`config.mk`:
```
export PLATFORM = sky130hd
export DESIGN_NAME = audio_i2s_tx
export DESIGN_NICKNAME = d
export VERILOG_FILES = /design/src/rtl/audio_i2s_tx.sv
export SDC_FILE = /design/constraint.sdc
export NUM_CORES = 1
export LEC_CHECK = 0
export CAP_MARGIN = 30
export CORE_UTILIZATION = 62
export DETAILED_ROUTE_END_ITERATION = 6
export GPL_TIMING_DRIVEN = 1
export PLACE_DENSITY = 0.8
export SLEW_MARGIN = 20
export SYNTH_ARGS = -nofsm -noshare
export SYNTH_HDL_FRONTEND = slang
export SYNTH_SLANG_ARGS = --single-unit
```
`constraint.sdc`:
```
create_clock -name clock_i -period 7 [get_ports clock_i]
set_clock_uncertainty 0.05 [all_clocks]
set_input_delay 0.7 -clock clock_i [delete_from_list [all_inputs] [get_ports clock_i]]
set_output_delay 0.7 -clock clock_i [all_outputs]
set_load 0.01 [all_outputs]
```
`src/rtl/audio_i2s_tx.sv`:
```
// audio_i2s_tx
//   Audio stage that sits directly after the Tecmo core. Signed stereo sample
//   pairs are buffered in a small FIFO and sent out as I2S on the scaler audio
//   pins. MCLK (12.288 MHz) comes from a fractional accumulator running on the
//   74.25 MHz bridge clock. An internal SCLK of MCLK/4 is used but not output.
//   LRCK runs at 48 kHz, with 64 SCLK periods per frame.
//
// Ports
//   clock_i         bridge clock (clk_74a); all logic is on the rising edge
//   reset_i         synchronous, active-high reset
//   sample_valid_i  a stereo pair is offered this cycle
//   sample_ready_o  FIFO can take a pair; a push happens on valid & ready
//   sample_l_i      left sample, two's complement
//   sample_r_i      right sample, two's complement
//   fifo_level_o    number of occupied FIFO entries
//   underrun_o      sticky flag, set when a frame starts with the FIFO empty
//   audio_mclk_o    master clock to the DAC
//   audio_lrck_o    word select: 0 = left slot, 1 = right slot
//   audio_dac_o     serial data; changes on SCLK falling events
//
// Build option
//   AUDIO_I2S_MONO_MIX_EN  if defined, each loaded pair is replaced by
//                          (L+R)>>>1 on both channels.

module audio_i2s_tx #(
  parameter int unsigned ACC_INC    = 245760,
  parameter int unsigned ACC_MOD    = 742500,
  parameter int unsigned FIFO_DEPTH = 4,
  parameter int unsigned SAMPLE_W   = 16,
  localparam int unsigned LVL_W     = $clog2(FIFO_DEPTH) + 1
) (
  input  logic                clock_i,
  input  logic                reset_i,
  input  logic                sample_valid_i,
  output logic                sample_ready_o,
  input  logic [SAMPLE_W-1:0] sample_l_i,
  input  logic [SAMPLE_W-1:0] sample_r_i,
  output logic [LVL_W-1:0]    fifo_level_o,
  output logic                underrun_o,
  output logic                audio_mclk_o,
  output logic                audio_lrck_o,
  output logic                audio_dac_o
);

  localparam int unsigned ACC_W = 22;
  localparam int unsigned PTR_W = $clog2(FIFO_DEPTH);
  localparam int unsigned IDX_W = $clog2(SAMPLE_W);
  localparam logic [ACC_W:0]   INC_C   = ACC_INC[ACC_W:0];
  localparam logic [ACC_W:0]   MOD_C   = ACC_MOD[ACC_W:0];
  localparam logic [LVL_W-1:0] DEPTH_C = FIFO_DEPTH[LVL_W-1:0];

  // State registers
  logic [ACC_W-1:0]    acc_q, acc_d;
  logic                mclk_q;
  logic [1:0]          sclk_div_q;
  logic [5:0]          bit_cnt_q, bit_cnt_d;
  logic                lrck_q;
  logic                dac_q;
  logic                underrun_q;
  logic                ready_q;
  logic [LVL_W-1:0]    level_q, level_d;
  logic [PTR_W-1:0]    wr_ptr_q, rd_ptr_q;
  logic [SAMPLE_W-1:0] held_l_q, held_r_q;
  logic [2*SAMPLE_W-1:0] mem_q [FIFO_DEPTH];

  // Clock generation
  logic [ACC_W:0] acc_sum;
  logic           acc_wrap;
  logic           mclk_rise;
  logic           sclk_fall;

  assign acc_sum   = {1'b0, acc_q} + INC_C;
  assign acc_wrap  = (acc_sum >= MOD_C);
  assign acc_d     = acc_wrap ? ACC_W'(acc_sum - MOD_C) : acc_sum[ACC_W-1:0];
  // MCLK toggles on every wrap, so only wraps that take it 0->1 are rising edges.
  assign mclk_rise = acc_wrap & ~mclk_q;
  // SCLK falls once every four MCLK rises, when the divider rolls over 3->0.
  assign sclk_fall = mclk_rise & (sclk_div_q == 2'd3);
  assign bit_cnt_d = sclk_fall ? bit_cnt_q + 6'd1 : bit_cnt_q;

  // FIFO control
  logic frame_start;
  logic push;
  logic pop;

  assign frame_start = sclk_fall & (bit_cnt_q == 6'd63);
  assign pop         = frame_start & (level_q != '0);
  assign push        = sample_valid_i & ready_q & (level_q != DEPTH_C);

  always_comb begin
    level_d = level_q;
    case ({push, pop})
      2'b10:   level_d = level_q + LVL_W'(1);
      2'b01:   level_d = level_q - LVL_W'(1);
      default: level_d = level_q;
    endcase
  end

  // Pair loaded into the held registers at frame start
  logic [2*SAMPLE_W-1:0] pop_pair;
  logic [SAMPLE_W-1:0]   load_l, load_r;

  assign pop_pair = mem_q[rd_ptr_q];

`ifdef AUDIO_I2S_MONO_MIX_EN
  // Use a sum one bit wider than the samples so it cannot overflow.
  // Dropping the LSB is an arithmetic shift, which truncates toward -inf.
  logic [SAMPLE_W:0] mix_sum;
  assign mix_sum = {pop_pair[2*SAMPLE_W-1], pop_pair[2*SAMPLE_W-1:SAMPLE_W]}
                 + {pop_pair[SAMPLE_W-1], pop_pair[SAMPLE_W-1:0]};
  assign load_l  = mix_sum[SAMPLE_W:1];
  assign load_r  = mix_sum[SAMPLE_W:1];
`else
  assign load_l  = pop_pair[2*SAMPLE_W-1:SAMPLE_W];
  assign load_r  = pop_pair[SAMPLE_W-1:0];
`endif

  // Serial bit selection
  // Slot position 0 stays zero. This places the MSB one SCLK after the LRCK
  // edge, as I2S requires. Positions above SAMPLE_W pad the slot with zeros.
  logic [4:0]          slot_pos;
  logic [SAMPLE_W-1:0] slot_sample;
  logic [IDX_W-1:0]    slot_idx;
  logic                dac_bit;

  assign slot_pos    = bit_cnt_d[4:0];
  assign slot_sample = bit_cnt_d[5] ? held_r_q : held_l_q;
  assign slot_idx    = IDX_W'(SAMPLE_W - 32'(slot_pos));

  always_comb begin
    dac_bit = 1'b0;
    if ((slot_pos != 5'd0) && (32'(slot_pos) <= SAMPLE_W)) begin
      dac_bit = slot_sample[slot_idx];
    end
  end

  // FIFO storage. Reset does not clear it; reset empties the FIFO by
  // clearing the pointers and the level.
  always_ff @(posedge clock_i) begin
    if (push) begin
      mem_q[wr_ptr_q] <= {sample_l_i, sample_r_i};
    end
  end

  always_ff @(posedge clock_i) begin
    if (reset_i) begin
      acc_q      <= '0;
      mclk_q     <= 1'b0;
      sclk_div_q <= 2'd0;
      bit_cnt_q  <= 6'd0;
      lrck_q     <= 1'b0;
      dac_q      <= 1'b0;
      underrun_q <= 1'b0;
      ready_q    <= 1'b0;
      level_q    <= '0;
      wr_ptr_q   <= '0;
      rd_ptr_q   <= '0;
      held_l_q   <= '0;
      held_r_q   <= '0;
    end else begin
      acc_q  <= acc_d;
      mclk_q <= mclk_q ^ acc_wrap;
      if (mclk_rise) begin
        sclk_div_q <= sclk_div_q + 2'd1;
      end
      if (sclk_fall) begin
        bit_cnt_q <= bit_cnt_d;
        lrck_q    <= bit_cnt_d[5];
        dac_q     <= dac_bit;
      end
      if (pop) begin
        held_l_q <= load_l;
        held_r_q <= load_r;
        rd_ptr_q <= rd_ptr_q + PTR_W'(1);
      end
      // If the FIFO is empty at frame start, the previous pair plays again.
      if (frame_start && (level_q == '0)) begin
        underrun_q <= 1'b1;
      end
      if (push) begin
        wr_ptr_q <= wr_ptr_q + PTR_W'(1);
      end
      level_q <= level_d;
      ready_q <= (level_d < DEPTH_C);
    end
  end

  assign sample_ready_o = ready_q;
  assign fifo_level_o   = level_q;
  assign underrun_o     = underrun_q;
  assign audio_mclk_o   = mclk_q;
  assign audio_lrck_o   = lrck_q;
  assign audio_dac_o    = dac_q;

endmodule
```
==> run metrics <==
Cell Pwr Density=317 nW/um^2; Period minus WS final=roughly 5.4 ns; post-route ant nets=0; Leak=roughly 3.2 nW; count of different cell masters after synthesis=50; outcome=finished clean; drt total wl=roughly 15,000 microns; final-stage net count=688; Max H-tree Level=4; All-Layer GR Usage=24.2%; Post-synth EDFFs=between 100 and 150; Pre-Repair DR Iteration Count=5; largest net degree at the start of global routing=73; most used routing layer=met2; Port Buf Inserts=42; GR Util met3=about 5.7%; Congestion Overflow GR=0; dpl hpwl=roughly 9300 microns; Synth Net Count=about 640; initial antenna violation count=0; top post-synthesis cells by count=edfxtp_1, nand2_1, dfxtp_1; Vias=4,752; final period utilization=77.1%; post-CTS setup buffers=0; ANT cells=0; first-pass GRT wire length=approximately 24,000 microns; DR vias/cell=~5.8; CTS resizes=0; Yosys warning count=0; GR Layer Usage met1=between 20% and 30%; crit path kind=register to register; worst-path fanout max=35; die height=116 microns; WP data required=~7.3 ns; GP Congestion=0.840; Die W=roughly 120 microns; Root Buffer=clkbuf_16; total power=between 0.002 and 0.003 W; synthesized area=8100 sq um; core area=about 13,000 sq um; Wirelength per Cell=approximately 18 microns; worst vdd ir=around 0.28 mV; Synth top area share=between 40 and 50%; WP data arrival=~5.7 ns; Worst Setup End Kind=register; Final TNS setup=0 ns; TritonCTS clock tree=yes; top cells by area, synth=edfxtp_1, dfxtp_1, mux4_2; clock slew at reported path FFs=approximately 0.07 ns; Syn Inst Count=approximately 600; worst skew pair latency=around 0.44 ns; RSZ-0062 raised after global routing=false; Hold WC Path Type=register to register; Layout area overhead=14.7%; synthesized flop and latch total=approximately 200; post-synth top area cell=edfxtp_1; full die area=between 10,000 and 15,000 sq um; final core utilization=approximately three quarters; startpoint types=register; number of global-route vias before repair=4,805; maxcap violations=0; ys flop type=edfxtp_1; final setup fails=0; DRC errors left=0; 1st-iter DRT viols=about 320; sequential fraction of the synthesis area=65.0%; met2 global-route usage=about 40%; Worst Tran Pin Value=0.739 ns; Num CTS Buffers=17; final hold violations=0; count leader, synth=edfxtp_1; Fillers=a little over 800; boundary pin count=43; clk sink count=about 200; mean area per synthesized cell=13.6 sq um; initial core utilization=between 60% and 70%; Max clock buf depth=2; fraction of registers with async set or reset after synthesis=0%; layout cells sized above 1=about an eighth; row cnt=between 40 and 50; cts hold-fix bufs=0; Max Slew Vio Count=0; relative slew slack=50.7%; Peak Freq=about 190 MHz
## registers in the layout (all words and copies together), names as in the netlist, 2 cells and up, named ones only
register and count:
acc_q 20, mem_q 128, fifo_level_o 2, held_r_q 16, held_l_q 16, bit_cnt_q 6
wr_ptr_q 2, rd_ptr_q 2, sclk_div_q 2
## worst paths after layout
check | slack [ns] | start | endpoint | depth (start not counted)
min | 0.41 | held_r_q[12]$_SDFFE_PP0P_ | held_r_q[12]$_SDFFE_PP0P_ | 2
max | 1.60 | acc_q[14]$_SDFF_PP0_ | sample_ready_o$_SDFF_PP0_ | 21
min reg2reg | 0.41 | held_r_q[12]$_SDFFE_PP0P_ | held_r_q[12]$_SDFFE_PP0P_ | 2
max reg2reg | 1.60 | acc_q[14]$_SDFF_PP0_ | sample_ready_o$_SDFF_PP0_ | 21
## stage by stage
| stage | hold slack [ns] | setup WS, ns | cell area (sq um) | std cells |
|---|---|---|---|---|
| 2_1_floorplan | 0.382 | 2.63 | 8100 | 595 |
| 3_3_place_gp | 0.395 | 1.60 | 8680 | 790 |
| 3_5_place_dp | 0.403 | 1.41 | 8680 | 790 |
| 4_1_cts | 0.412 | 1.38 | 9270 | 822 |
| 5_1_grt | 0.431 | 1.13 | 9290 | 824 |
| 6_report | 0.412 | 1.60 | 9290 | 824 |
## worst max-delay path: stages, from the launching register on
cell and delay, ns:
dfxtp_1 0.34, inv_1 0.13, ha_1 0.20, nor3b_1 0.30, nor2_1 0.14, or2_2 0.29
a21oi_1 0.20, o211a_1 0.42, inv_1 0.26, ha_1 0.32, and3_1 0.23, nand3_1 0.15
or3_1 0.52, buf_8 0.23, clkinv_1 0.07, buf_4 0.24, ha_1 0.27, fa_1 0.39
xnor2_1 0.16, nor2_1 0.06, xnor2_1 0.13, nor2b_1 0.13
## power breakdown
part / switching, W / internal (W) / leakage (nW)
Combinational: 0.000329 / 0.000279 / 1.17
Clock: 0.000452 / 0.000505 / 0.284
Sequential: 0.0000608 / 0.00132 / 1.74
Total: 0.000842 / 0.00211 / 3.20
## cell families after synthesis
| kind of cell | share of synthesized area [%] |
|---|---|
| flops | 65.0 |
| simple gates | 9.59 |
| xor+xnor | 4.20 |
| buf+inv | 2.15 |
| mux | 11.6 |
| compound gates | 5.17 |
| fa+ha+maj | 2.25 |
## layout by cell type, fill, tap and decap left out, types with 12 or more instances in the layout
cell,Yosys,final
mux2i_1,17,17
xnor2_1,24,24
xor2_1,13,13
nand2_1,84,84
nand3_1,12,12
inv_1,14,14
nor2_1,56,56
edfxtp_1,128,128
mux4_2,32,32
dfxtp_1,71,70
clkbuf_16,0,17
clkdlybuf4s50_1,0,41
ha_1,13,13
a21oi_1,41,41
## metal layers
layer  up-vias  part of all wire (%)  routed length (microns)
li1       2249                     -                        -
met1      2354                    42                     6190
met2       117                    52                     7640
met3        32                   3.9                      573
met4         0                   2.4                      358
met5         -                     0                        0
## final cells by class
class	count	area [sq um]	share of cell area, %
flip-flops and latches	199	5270	56.7
multi-input cells	353	2660	28.6
clock inverters	15	163	1.75
well taps	172	215	2.32
inverters	16	60.1	0.646
clock buffers	17	425	4.58
repair buffers	52	502	5.40
Note: power is estimated with default switching activity, not from simulation.
